### src/rtl/cpudefs.sv
// Shared decode constants and the control bundle carried from decode to execute.
package cpudefs;

  localparam int unsigned OPCODE_W = 7;

  localparam logic [OPCODE_W-1:0] OPC_LOAD   = 7'b0000011;
  localparam logic [OPCODE_W-1:0] OPC_STORE  = 7'b0100011;
  localparam logic [OPCODE_W-1:0] OPC_OP_IMM = 7'b0010011;
  localparam logic [OPCODE_W-1:0] OPC_OP     = 7'b0110011;
  localparam logic [OPCODE_W-1:0] OPC_AUIPC  = 7'b0010111;
  localparam logic [OPCODE_W-1:0] OPC_LUI    = 7'b0110111;
  localparam logic [OPCODE_W-1:0] OPC_BRANCH = 7'b1100011;
  localparam logic [OPCODE_W-1:0] OPC_JAL    = 7'b1101111;
  localparam logic [OPCODE_W-1:0] OPC_JALR   = 7'b1100111;

  localparam logic [6:0] FUNCT7_BASE   = 7'b0000000;
  localparam logic [6:0] FUNCT7_ALT    = 7'b0100000;
  localparam logic [6:0] FUNCT7_MULDIV = 7'b0000001;

  // ALU operation follows funct3 numbering so OP/OP_IMM can pass it straight through.
  typedef enum logic [2:0] {
    ALUOP_ADD  = 3'd0,
    ALUOP_SLL  = 3'd1,
    ALUOP_SLT  = 3'd2,
    ALUOP_SLTU = 3'd3,
    ALUOP_XOR  = 3'd4,
    ALUOP_SR   = 3'd5,
    ALUOP_OR   = 3'd6,
    ALUOP_AND  = 3'd7
  } aluop_t;

  typedef enum logic [1:0] {
    ALUSRC1_RS1  = 2'd0,
    ALUSRC1_PC   = 2'd1,
    ALUSRC1_ZERO = 2'd2
  } alusrc1_t;

  typedef enum logic {
    ALUSRC2_RS2 = 1'b0,
    ALUSRC2_IMM = 1'b1
  } alusrc2_t;

  typedef enum logic [1:0] {
    WBSRC_ALU = 2'd0,
    WBSRC_MEM = 2'd1,
    WBSRC_PC4 = 2'd2
  } wbsrc_t;

  // Funct carries funct3 for every legal word (load size, branch kind, mul/div op).
  typedef struct packed {
    logic     branch;
    logic     jump;
    logic     reg_write;
    logic     mem_write;
    logic     mem_read;
    logic     mul_div;
    alusrc1_t alu_src1;
    alusrc2_t alu_src2;
    wbsrc_t   wb_src;
    logic [2:0] funct;
    aluop_t   alu_op;
    logic     alu_op_alt;
  } decode_ctrl_t;

  localparam int unsigned CTRL_W = $bits(decode_ctrl_t);

  typedef enum logic [1:0] {
    BUF_EMPTY = 2'd0,
    BUF_ONE   = 2'd1,
    BUF_FULL  = 2'd2
  } buf_state_t;

endpackage

### src/rtl/decode_logic.sv
// Combinational RV32I(+M) decoder: immediates, register indices, control bundle, legality.
module decode_logic
  import cpudefs::*;
#(
  parameter int unsigned XLEN     = 32,
  parameter bit          ENABLE_M = 1'b0
) (
  input  logic [31:0]     word,
  output logic [XLEN-1:0] imm_c,
  output logic [4:0]      rd_c,
  output logic [4:0]      rs1_c,
  output logic [4:0]      rs2_c,
  output decode_ctrl_t    ctrl_c,
  output logic            illegal_c
);

  logic [OPCODE_W-1:0] opcode;
  logic [2:0]          funct3;
  logic [6:0]          funct7;
  logic [31:0]         imm_i, imm_s, imm_b, imm_u, imm_j, imm32;

  assign opcode = word[6:0];
  assign funct3 = word[14:12];
  assign funct7 = word[31:25];
  assign rd_c   = word[11:7];
  assign rs1_c  = word[19:15];
  assign rs2_c  = word[24:20];

  assign imm_i = {{20{word[31]}}, word[31:20]};
  assign imm_s = {{20{word[31]}}, word[31:25], word[11:7]};
  assign imm_b = {{19{word[31]}}, word[31], word[7], word[30:25], word[11:8], 1'b0};
  assign imm_u = {word[31:12], 12'b0};
  assign imm_j = {{11{word[31]}}, word[31], word[19:12], word[20], word[30:21], 1'b0};

  // The 32-bit format immediate is sign-extended to the datapath width.
  assign imm_c = XLEN'($signed(imm32));

  always_comb begin
    ctrl_c       = '0;
    imm32        = '0;
    illegal_c    = 1'b0;
    ctrl_c.funct = funct3;
    case (opcode)
      OPC_LOAD: begin
        ctrl_c.mem_read  = 1'b1;
        ctrl_c.reg_write = 1'b1;
        ctrl_c.wb_src    = WBSRC_MEM;
        ctrl_c.alu_src2  = ALUSRC2_IMM;
        imm32            = imm_i;
      end
      OPC_STORE: begin
        ctrl_c.mem_write = 1'b1;
        ctrl_c.alu_src2  = ALUSRC2_IMM;
        imm32            = imm_s;
      end
      OPC_OP_IMM: begin
        ctrl_c.reg_write  = 1'b1;
        ctrl_c.alu_src2   = ALUSRC2_IMM;
        ctrl_c.alu_op     = aluop_t'(funct3);
        ctrl_c.alu_op_alt = (funct3 == 3'b101) && word[30];
        imm32             = imm_i;
      end
      OPC_OP: begin
        ctrl_c.reg_write  = 1'b1;
        ctrl_c.alu_op     = aluop_t'(funct3);
        ctrl_c.alu_op_alt = word[30];
        if (ENABLE_M && funct7 == FUNCT7_MULDIV) begin
          ctrl_c.mul_div = 1'b1;
        end else if (funct7 != FUNCT7_BASE && funct7 != FUNCT7_ALT) begin
          illegal_c = 1'b1;
        end
      end
      OPC_AUIPC: begin
        ctrl_c.reg_write = 1'b1;
        ctrl_c.alu_src1  = ALUSRC1_PC;
        ctrl_c.alu_src2  = ALUSRC2_IMM;
        imm32            = imm_u;
      end
      OPC_LUI: begin
        ctrl_c.reg_write = 1'b1;
        ctrl_c.alu_src1  = ALUSRC1_ZERO;
        ctrl_c.alu_src2  = ALUSRC2_IMM;
        imm32            = imm_u;
      end
      OPC_BRANCH: begin
        ctrl_c.branch     = 1'b1;
        ctrl_c.alu_op_alt = 1'b1;
        imm32             = imm_b;
      end
      OPC_JAL: begin
        ctrl_c.jump      = 1'b1;
        ctrl_c.reg_write = 1'b1;
        ctrl_c.alu_src1  = ALUSRC1_PC;
        ctrl_c.alu_src2  = ALUSRC2_IMM;
        ctrl_c.wb_src    = WBSRC_PC4;
        imm32            = imm_j;
      end
      OPC_JALR: begin
        ctrl_c.jump      = 1'b1;
        ctrl_c.reg_write = 1'b1;
        ctrl_c.alu_src2  = ALUSRC2_IMM;
        ctrl_c.wb_src    = WBSRC_PC4;
        imm32            = imm_i;
        illegal_c        = (funct3 != 3'b000);
      end
      default: illegal_c = 1'b1;
    endcase
    // Compressed/16-bit encodings are not supported.
    if (word[1:0] != 2'b11) illegal_c = 1'b1;
    // Illegal bundles must not cause any architectural side effect downstream.
    if (illegal_c) ctrl_c = '0;
  end

endmodule

### src/rtl/decode_stage.sv
// Decode pipeline stage: combinational decode feeding a two-entry skid buffer.
module decode_stage
  import cpudefs::*;
#(
  parameter int unsigned XLEN     = 32,
  parameter bit          ENABLE_M = 1'b0
) (
  input  logic            i_Clock,
  input  logic            i_Reset_n,
  input  logic            i_Flush,
  input  logic            i_InstValid,
  output logic            o_InstReady,
  input  logic [31:0]     i_InstructionWord,
  input  logic [XLEN-1:0] i_PC,
  output logic            o_Valid,
  input  logic            i_Ready,
  output logic [XLEN-1:0] o_PC,
  output logic [XLEN-1:0] o_ImmediateData,
  output logic [4:0]      o_rd,
  output logic [4:0]      o_rs1,
  output logic [4:0]      o_rs2,
  output decode_ctrl_t    o_Ctrl,
  output logic            o_IllegalInstruction
);

  localparam int unsigned BUNDLE_W = XLEN + XLEN + 15 + CTRL_W + 1;

  logic [XLEN-1:0]     dec_imm;
  logic [4:0]          dec_rd, dec_rs1, dec_rs2;
  decode_ctrl_t        dec_ctrl;
  logic                dec_illegal;
  logic [BUNDLE_W-1:0] dec_bundle, out_q, skid_q;

  buf_state_t state_q, state_d;
  logic       in_xfer, out_xfer;
  logic       load_out, load_skid, out_from_skid;

  decode_logic #(
    .XLEN     (XLEN),
    .ENABLE_M (ENABLE_M)
  ) u_decode_logic (
    .word      (i_InstructionWord),
    .imm_c     (dec_imm),
    .rd_c      (dec_rd),
    .rs1_c     (dec_rs1),
    .rs2_c     (dec_rs2),
    .ctrl_c    (dec_ctrl),
    .illegal_c (dec_illegal)
  );

  assign dec_bundle = {i_PC, dec_imm, dec_rd, dec_rs1, dec_rs2, dec_ctrl, dec_illegal};
  assign {o_PC, o_ImmediateData, o_rd, o_rs1, o_rs2, o_Ctrl, o_IllegalInstruction} = out_q;

  // Handshakes depend only on the registered state, never on downstream ready.
  assign o_InstReady = (state_q != BUF_FULL);
  assign o_Valid     = (state_q != BUF_EMPTY);
  assign in_xfer     = i_InstValid && o_InstReady;
  assign out_xfer    = o_Valid && i_Ready;

  always_ff @(posedge i_Clock or negedge i_Reset_n) begin
    if (!i_Reset_n) state_q <= BUF_EMPTY;
    else            state_q <= state_d;
  end

  always_comb begin
    state_d       = state_q;
    load_out      = 1'b0;
    load_skid     = 1'b0;
    out_from_skid = 1'b0;
    if (i_Flush) begin
      state_d = BUF_EMPTY;
    end else begin
      case (state_q)
        BUF_EMPTY: begin
          if (in_xfer) begin
            state_d  = BUF_ONE;
            load_out = 1'b1;
          end
        end
        BUF_ONE: begin
          if (in_xfer && out_xfer) begin
            load_out = 1'b1;
          end else if (in_xfer) begin
            state_d   = BUF_FULL;
            load_skid = 1'b1;
          end else if (out_xfer) begin
            state_d = BUF_EMPTY;
          end
        end
        BUF_FULL: begin
          if (out_xfer) begin
            state_d       = BUF_ONE;
            load_out      = 1'b1;
            out_from_skid = 1'b1;
          end
        end
        default: state_d = BUF_EMPTY;
      endcase
    end
  end

  // Bundle storage: output register plus one skid entry.
  always_ff @(posedge i_Clock or negedge i_Reset_n) begin
    if (!i_Reset_n) begin
      out_q  <= '0;
      skid_q <= '0;
    end else begin
      if (load_out)  out_q  <= out_from_skid ? skid_q : dec_bundle;
      if (load_skid) skid_q <= dec_bundle;
    end
  end

endmodule

### config.mk
export PLATFORM = sky130hd
export DESIGN_NAME = decode_stage
export DESIGN_NICKNAME = d
export VERILOG_FILES = /design/src/rtl/cpudefs.sv /design/src/rtl/decode_logic.sv /design/src/rtl/decode_stage.sv
export SDC_FILE = /design/constraint.sdc
export NUM_CORES = 1
export LEC_CHECK = 0
export ABC_AREA = 1
export BUFFER_PORTS_ARGS = -buffer_cell sky130_fd_sc_hd__buf_2
export CORE_UTILIZATION = 60
export DETAILED_ROUTE_END_ITERATION = 10
export PLACE_DENSITY = 0.85
export SLEW_MARGIN = 20
export SYNTH_ARGS = -nofsm -noshare
export SYNTH_HDL_FRONTEND = slang
export SYNTH_SLANG_ARGS = --single-unit
### constraint.sdc
create_clock -name i_Clock -period 3.73 [get_ports i_Clock]
set_clock_uncertainty 0.2 [all_clocks]
set_input_delay 0.746 -clock i_Clock [delete_from_list [all_inputs] [get_ports i_Clock]]
set_output_delay 0.746 -clock i_Clock [all_outputs]
set_load 0.01 [all_outputs]
### Word level (Yosys, flattened, before mapping)

Cells that the tools add are included.

| storage, ports and cells | value |
|---|---|
| bits in registers | 198 |
| output and inout bits | 100 |
| word-level logic and storage cells | 73 |
| input bits | 69 |

| cells by class | value |
|---|---|
| eq/ne operators | 19 |
| reductions and logical operators | 18 |
| mux-type cells | 33 |

Operators by type and width:

| kind | number |
|---|---|
| $pmux W32 S5 | 1 |
| $mux W98 | 1 |
| $eq A7 B6 Y1 const B | 3 |
| $eq A7 B7 Y1 const B | 3 |
| $reduce_or A7 Y1 | 3 |
| $mux W18 | 1 |
| $mux W1 | 17 |
| $eq A7 B5 Y1 const B | 2 |
| $mux W2 | 6 |
| $ne A3 B3 Y1 const B | 3 |
| $pmux W1 S3 | 3 |
| $pmux W2 S2 | 2 |
| $reduce_or A2 Y1 | 4 |
| $eq A7 B2 Y1 const B | 1 |
| $ne A7 B6 Y1 const B | 1 |
| $reduce_bool A7 Y1 | 1 |
| $pmux W2 S3 | 1 |
| $logic_and A1 B1 Y1 | 5 |
| $ne A2 B2 Y1 const B | 2 |
| $ne A4 B4 Y1 const B | 1 |
| $reduce_and A4 Y1 | 1 |
| $eq A3 B3 Y1 const B | 1 |
| $mux W3 | 1 |
| $reduce_bool A3 Y1 | 1 |
| other kinds (5) | 5 |

### Depth between registers and ports, before layout

Gate-level depths: netlist (run 1).

| logic depth | value |
|---|---|
| word-level depth | 7 |
| mapped depth | 12 |
| mapped depth without buffers | 11 |

### By module

From an unflattened synthesis (run 1), not the netlist that was laid out.

| second synthesis, totals | value |
|---|---|
| cell total of the unflattened synthesis | 1271 |
| area, all modules | 9653.0 µm² |

By module, submodules not included:

| module | area each (µm²) | instances | seq. area each (µm²) | cells an instance |
|---|---|---|---|---|
| decode_stage | 8605.8 | 1 | 4954.8 | 1075 |
| decode_logic | 1047.3 | 1 | 0.0 | 196 |

### Worst setup path before layout (run 1)

No wires, ideal clock.

| timing | value |
|---|---|
| path kind | input-to-reg |
| start | input i_InstructionWord[0] |
| end | register skid_q[63] |
| required time | 3.397 ns |
| cell stages on the path | 11 |
| data arrival time | 1.739 ns |
| path buffers | 1 |
| library setup time | 0.133 ns |
| slack | 1.658 ns |
| path through | nand2_1 inv_1 nand2_1 nor2_2 nor2_8 nand2_4 nand2_4 buf_6 nand3_1 nand2_1 o21ai_0 |

| between the ends | value |
|---|---|
| cells in the longest elaborated chain, start to end | 3 |
| elaborated cells between the ends (all ways) | 11 |
| classes of those cells | eq/ne: 8; mux: 1; reduce/logical: 2 |

Ends and longest elaborated chain:

| item | line | source |
|---|---|---|
| start, declared | decode_stage.sv:13 | `input logic [31:0] i_InstructionWord,` |
| $eq A7 B2 Y1, or another cell as far along | decode_logic.sv:43 | `case (opcode)` |
| $reduce_or A3 Y1 (no line) or $reduce_or A2 Y1 (tied branches) | -- |  |
| $pmux W32 S5 * | decode_logic.sv:43 |  |
| end signal, assigned | decode_stage.sv:109 | `if (load_skid) skid_q <= dec_bundle;` |
| end, declared | decode_stage.sv:32 | `logic [BUNDLE_W-1:0] dec_bundle, out_q, skid_q;` |

Mark *: on every way between the ends. The rest lies on a longest branch, timed or not.
A chain may end at the register's enable or synchronous reset.

### Worst setup path in the final report (run 1)

| timing | value |
|---|---|
| start | input i_InstructionWord[0] |
| end | register skid_q[57] |

Same word-level chain as after synthesis.

==> metrics.md, run 1 <==
| Metric | Value |
|---|---|
| Crit path kind | input port to register |
| Clock-pin slew on the worst setup and hold paths | approximately 0.070 ns |
| Yosys reg bits | 194 |
| Ys flop type | dfrtp_1 |
| Latest clock arrival within the worst-skew pair | between 0.4 and 0.5 ns |
| Wire per inst | 15.04 um |
| Clock Sink Count | 194 |
| Input/output buffers | about 170 |
| Post-CTS setup buffer count | 0 |
| Unrepaired setup endpoints after global routing | no |
| Drt via density | 5.483 |
| Pwr Density | approximately 520 nW/um^2 |
| Post-Synthesis Cells | about 1,100 |
| Syn Nets | approximately 1,200 |
| Clock buffer depth | 2 |
| Mapped Avg Cell Area | 7.893 um^2 |
| Layout cells sized above 1 | a little under a fifth |
| Hold_buf cts | 0 |
| Initial antenna violation count | 1 |
| Element type at the critical path start | input port |
| Initial DRC count | 774 |
| Final Hold Fails | 0 |
| Final setup margin | ~1.4 ns |
| Worst EP arrival | between 2 and 2.5 ns |
| Synth Cell Area | 9037 um^2 |
| Post-route ant nets | 0 |
| Post_cts resized | 0 |
| Largest net degree at the start of global routing | 129 |
| Worst setup EP type | register |
| Fin. max-slew vios | 0 |
| EDFF count, synth | 0 |
| Clock root cell | clkbuf_16 |
| Ys Warns | 0 |
| Synth cell types | 34 |
| CP Max Fanout | 18 |
| Tmin final | 2.311 ns |
| # setup viols final | 0 |
| First-pass iteration count of the detailed router | 5 |
| CORE AREA | 14,590 um^2 |
| Worst hold path type | input port to async pin |
| Tot GR Track Use | 29.09% |
| Pre-CTS setup slack | 1.001 ns |
| Via count | 8,054 |
| Layout area overhead | 16.84% |
| Vias in the first global route | 7,305 |
| GRT overflow | 0 |
| Width of the chip | between 100 and 150 um |
| Final Net Count | 1,340 |
| Critical Path RT | approximately 3.9 ns |
| Fmax | 432.6 MHz |
| Worst IR Drop VDD | 0.3360 mV |
| Max-slew headroom | 29.79% |
| Initial Utilization | 61.95% |
| Fin crit share | roughly 62% |
| Row count | 44 |
| H-tree lvl count | 4 |
| Pin slew with the least headroom to its limit | 1.053 ns |
| GPL Wtd Cong | 0.8495 |
| Vert. Die Dim | 124.7 um |
| Setup TNS | 0 ns |
| Outcome | finished clean |
| Die ar. | 15,560 um^2 |
| # IOs | 169 |
| CTS buffer count | 17 |
| Max Cap Viol | 0 |
| Drt total wl | 22,100 um |
| First-pass GRT wire length | 36,230 um |
| CTS tree | built |
| Synth async-reset ratio | 100.0% |
| Drc violations | 0 |
| DP HPWL | 13,960 um |
| Register area share after synthesis | 53.72% |
| Lkg Pwr | between 6 and 7 nW |
==> cell families after synthesis <==
family                 count (synthesis)  share of synthesized area [%]
AO/OA/AOI/OAI                        230                          13.00
other                                  1                        0.04149
buffers and inverters                162                          7.573
AND/OR/NAND/NOR                      558                          25.67
flip-flops                           194                          53.72
==> cell type report <==
cell class,count,area [um^2]
Antenna cell,1,2.502
Clock buffer,19,452.9
Clock inverter,13,172.7
Fill cell,1148,4030
Inverter,91,342.8
Multi-Input combinational cell,789,3513
Sequential cell,194,4855
Tap cell,184,230.2
Timing Repair Buffer,178,989.7
==> synth_stat cells (2+ instances only) <==
| library cell | count | area share, % |
|---|---|---|
| nor2_1 | 54 | 2.2 |
| clkbuf_1 | 29 | 1.2 |
| nand3_2 | 2 | 0.22 |
| a21oi_1 | 28 | 1.6 |
| o21ai_1 | 48 | 2.7 |
| inv_2 | 5 | 0.21 |
| nor2_2 | 3 | 0.21 |
| dfrtp_1 | 194 | 54 |
| buf_6 | 3 | 0.37 |
| buf_4 | 3 | 0.25 |
| nand2_4 | 5 | 0.62 |
| nand2_2 | 5 | 0.35 |
| or2_2 | 2 | 0.14 |
| buf_2 | 34 | 1.9 |
| o21ai_0 | 144 | 8.0 |
| a21boi_1 | 2 | 0.17 |
| nand4_1 | 29 | 2.0 |
| nand2_1 | 424 | 18 |
| inv_1 | 86 | 3.6 |
| buf_1 | 2 | 0.083 |
| o22ai_1 | 2 | 0.14 |
| nand3_1 | 29 | 1.6 |
==> registers in the layout (all words and copies together), names as in the netlist <==
register  count
state_q       2
skid_q       96
out_q        96
==> final timing paths <==
kind	startpoint	endpoint	slack, ns	depth (start not counted)
hold reg to reg	state_q[0]$_DFFE_PN0P_	state_q[1]$_DFFE_PN0P_	0.27	1
setup / recovery	i_InstructionWord[0]	skid_q[57]$_DFFE_PN0P_	1.42	10
setup reg to reg	state_q[1]$_DFFE_PN0P_	skid_q[5]$_DFFE_PN0P_	1.51	8
min in group i_Clock	state_q[0]$_DFFE_PN0P_	state_q[1]$_DFFE_PN0P_	0.27	1
max in group asynchronous	i_Reset_n	skid_q[64]$_DFFE_PN0P_	2.42	2
hold / removal	i_Reset_n	out_q[0]$_DFFE_PN0P_	0.11	1
==> layer usage <==
layer  track usage, %  vias up  share of wire (%)
met5                0        -                  0
li1                 -     3898                  -
met3            5.369       45                6.5
met2            44.88      295                 48
met4            11.55        0                2.5
met1            40.93     3816                 43
==> stage by stage <==
step	instance area [um^2]	power, mW	util, %	hold slack [ns]	instances
after floorplan	9037	3.222	-	0.2479	1145
after global placement	9931	3.563	68.07	0.2570	1436
after detailed placement	9931	3.612	68.07	0.2598	1436
after CTS	10560	5.547	72.36	0.1298	1468
after global routing	10560	5.799	72.36	0.1570	1468
final	10560	5.536	72.38	0.1112	1469
==> placed cells by master (no fill, tap or decap), types with 5 or more instances in the layout <==
| cell | n |
|---|---|
| buf_4 | 6 |
| clkbuf_16 | 17 |
| nand2_2 | 5 |
| nand2_4 | 6 |
| o21ai_0 | 144 |
| a21oi_1 | 28 |
| buf_2 | 166 |
| dfrtp_1 | 194 |
| nand2_1 | 423 |
| o21ai_1 | 48 |
| buf_12 | 5 |
| nand4_1 | 29 |
| inv_1 | 86 |
| nand3_1 | 29 |
| nor2_1 | 54 |
==> critical path: stages <==
cell     delay, ns
buf_2         0.08
nand2_1       0.09
inv_1         0.07
nand2_1       0.14
nor2_2        0.36
nand2_1       0.38
buf_4         0.33
nand3_1       0.10
nand2_1       0.05
o21ai_1       0.11
==> report_power, final <==
part | switching [mW] | total [mW] | internal, mW
sequential | 0.183 | 2.68 | 2.50
combinational | 0.567 | 0.912 | 0.345
clock | 0.838 | 1.94 | 1.10
total | 1.59 | 5.54 | 3.95
Note: power is estimated with default switching activity, not from simulation.
==> run 2, diff against run 1 <==
- CORE_UTILIZATION: 60 -> 50
- PLACE_DENSITY: 0.85 -> 0.76
- clock period: 3.73 -> 1.9 ns (I/O delays scaled with it)
==> run 2 against run 1 <==
Compared with the run above:
- final cell count increased by 6.5%
- critical path depth down 1
- wire length rose by 3.2%
- largest cell class unchanged
- highest routed layer is now met5
==> metrics.md, run 2 (same netlist as run 1, synthesis figures left out) <==
| Metric | Value |
|---|---|
| Outcome | finished clean |
| Ant diodes | 0 (-1) |
| Biggest registers after layout | out_q (96), skid_q (96), state_q (2) |
| Vias in the first global route | 7,494 (+2.6%) |
| DP Cell Count | 1,524 (+6.1%) |
| Critical path buffers and inverters | 4 (+1) |
| Fin. max-slew vios | 0 (unchanged) |
| Input/output buffers | 167 (unchanged) |
| CORE AREA | 17,480 um^2 (+20%) |
| RR Startpoint | state_q[1]$_DFFE_PN0P_ |
| Latest clock arrival within the worst-skew pair | 0.43 ns (about the same) |
| Final Net Count | 1,395 (+4.1%) |
| CP top delay family | buffers and inverters |
| DP HPWL | 15,640 um (+12%) |
| Pre-CTS setup slack | -0.09707 ns (-1.098 ns) |
| Layout cells sized above 1 | 21.36% (+2.9 points) |
| NetSw | 3.133 mW (+97%) |
| First-pass iteration count of the detailed router | 5 (unchanged) |
| Final setup margin | 0.1109 ns (-1.308 ns) |
| Met1 Track Usage GR | 35.03% (-5.9 points) |
| Drt via density | 5.199 (-5.2%) |
| Vert. Die Dim | 136.4 um (+9.4%) |
| CP Max Fanout | 33 (+15) |
| Commonest cells after routing, fill and taps aside | 423 x nand2_1, 194 x dfrtp_1, 166 x buf_2 |
| H-tree lvl count | 4 (unchanged) |
| Worst setup EP type | register |
| Hold Path Cell Cnt | 3 |
| Slowest-stage cell, CP | dfrtp_1 |
| Final hold slack | 0.01621 ns (-0.09503 ns) |
| Post-route ant nets | 0 (unchanged) |
| Clock Sink Count | 194 (unchanged) |
| CTS tree | built |
| Worst Hold Launch | i_InstructionWord[8] |
| Internal power | 7.537 mW (+91%) |
| Initial DRC count | 620 (-20%) |
| Comb pwr share | 17.4% (+0.9 points) |
| GPL Wtd Cong | 0.9003 (+6.0%) |
| CTS buffer count | 17 (unchanged) |
| Tot GR Track Use | 25.69% (-3.4 points) |
| First-pass GRT wire length | 37,370 um (+3.1%) |
| Row count | 48 (+9.1%) |
| Critical Path RT | 2.04 ns (-1.85 ns) |
| Drt total wl | 22,810 um (+3.2%) |
| Worst Reg2Reg Path Length in Cells | 9 (+1) |
| Worst IR Drop VDD | 0.6346 mV (+89%) |
| Crit path kind | register to register |
| Fin crit share | 94.16% |
| Element type at the critical path start | register |
| Initial Utilization | 51.71% (-10 points) |
| Pwr Density | 957.7 nW/um^2 (+83%) |
| Largest net degree at the start of global routing | 57 (-56%) |
| Fmax | 558.9 MHz |
| Clock buffer depth | 2 (unchanged) |
| # setup viols final | 0 (unchanged) |
| Setup TNS | 0 ns (unchanged) |
| Initial antenna violation count | 3 (+2) |
| CP max stage delay | 0.41 ns (+0.03 ns) |
| Unrepaired setup endpoints after global routing | yes |
| Fillers | 1,518 (+32%) |
| End of the worst register-to-register path | skid_q[6]$_DFFE_PN0P_ |
| Wire per inst | 14.58 um (-3.1%) |
| Sw Share | 29.36% (+0.68 points) |
| Met2 Usage GRT | 40.83% (-4.0 points) |
| GRT Max-Usage Layer | met2 |
| Layout area overhead | 23.29% |
| R2R setup slack | 0.11 ns (-1.40 ns) |
| Drc violations | 0 (unchanged) |
| Sequential share of power | 49.3% (+0.8 points) |
| DP Area | 10,450 um^2 (+5.2%) |
| Final Cell Area | 11,140 um^2 (+5.5%) |
| Critical-path cell list | inv_2 > nand2_1 > nor3_1 > buf_4 > nand2_8 > inv_6 > buf_12 > nand4_1 > o21ai_0 |
| Clock root cell | clkbuf_16 |
| Lkg Pwr | 6.284 nW (+4.6%) |
| Final Hold Fails | 0 (unchanged) |
| # IOs | 169 (unchanged) |
| Worst Hold Path EP | skid_q[30]$_DFFE_PN0P_ |
| Via count | 8,132 (+0.97%) |
| Tmin final | 1.789 ns |
| Die ar. | 18,620 um^2 (+20%) |
| Max Cap Viol | 0 (unchanged) |
| Width of the chip | 136.4 um (+9.4%) |
| Commonest non-fill, non-tap cell in the layout | nand2_1 |
| Clock-pin slew on the worst setup and hold paths | 0.08 ns (about the same) |
| Worst EP arrival | 1.93 ns (-0.54 ns) |
| Non-Filler Instances | 1,564 (+6.5%) |
| Worst hold path type | input port to register |
| Clk pwr share | 33.3% (-1.8 points) |
| M3 GR Usage | 4.922% (-0.45 points) |
| GRT overflow | 0 (unchanged) |
-- run 2: cell count changes in the layout (fill, tap and decap cells not counted), moves of 2 or more --
cell / change
clkinv_4: +2
buf_4: +36
buf_12: +9
dlygate4sd3_1: +8
bufinv_16: -2
-- run 2: timing repair --
item                       in CTS  in global routing
setup endpoints to repair       3                 61
hold buffers                    8                  0
setup buffers                   0                  0
hold endpoints to repair       40                  0
resized for setup               2                  8
-- run 2: worst max path at each step --
stage	start	end	slack [ns]	cells past startpoint
CTS	state_q[0]$_DFFE_PN0P_	out_q[66]$_DFFE_PN0P_	0.01	8
finish	state_q[1]$_DFFE_PN0P_	skid_q[6]$_DFFE_PN0P_	0.11	9
global route	state_q[1]$_DFFE_PN0P_	skid_q[6]$_DFFE_PN0P_	-0.02	9
detailed placement	i_InstructionWord[0]	out_q[2]$_DFFE_PN0P_	-0.1	14
global placement	i_InstructionWord[0]	out_q[4]$_DFFE_PN0P_	-0.08	14
floorplan	state_q[0]$_DFFE_PN0P_	out_q[2]$_DFFE_PN0P_	0.18	10
-- run 2: power by group through the flow --
stage | combinational, mW | sequential, mW | clock, mW
after floorplan | 0.926 | 5.40 | 0
after global placement | 1.78 | 5.30 | 0
after detailed placement | 1.84 | 5.32 | 0
after CTS | 1.87 | 5.26 | 3.61
after global routing | 2.13 | 5.34 | 3.77
final | 1.86 | 5.26 | 3.55
-- run 2: layout make-up --
cell class                 count  area (um^2)  share of cell area [%]
clock buffer                  18        439.2                   3.942
sequential                   194         4855                   43.57
multi-input combinational    789         3525                   31.63
timing repair buffer         233         1546                   13.88
tap                          225        281.5                   2.527
inverter                      91        349.1                   3.133
clock inverter                14        146.4                   1.314
-- run 2: metrics by stage --
stage | total power [mW] | utilization (%)
floorplan | 6.325 | -
global placement | 7.082 | 59.78
detailed placement | 7.167 | 59.78
CTS | 10.74 | 63.65
global route | 11.24 | 63.75
finish | 10.67 | 63.75
-- run 2: layer usage --
layer  share of wire, %  routed length (um)
met5               0.18                  41
met4                1.9                 432
met3                5.3                1211
met2                 47               10830
met1                 45               10290
-- run 2: worst register-to-register path: cells and delay by family, from the launching register on --
| family | cells | cell delay (ns) |
|---|---|---|
| DFF | 1 | 0.41 |
| AOI/OAI and AO/OA | 1 | 0.10 |
| and+or+nand+nor | 4 | 0.46 |
| buffers and inverters | 4 | 0.53 |
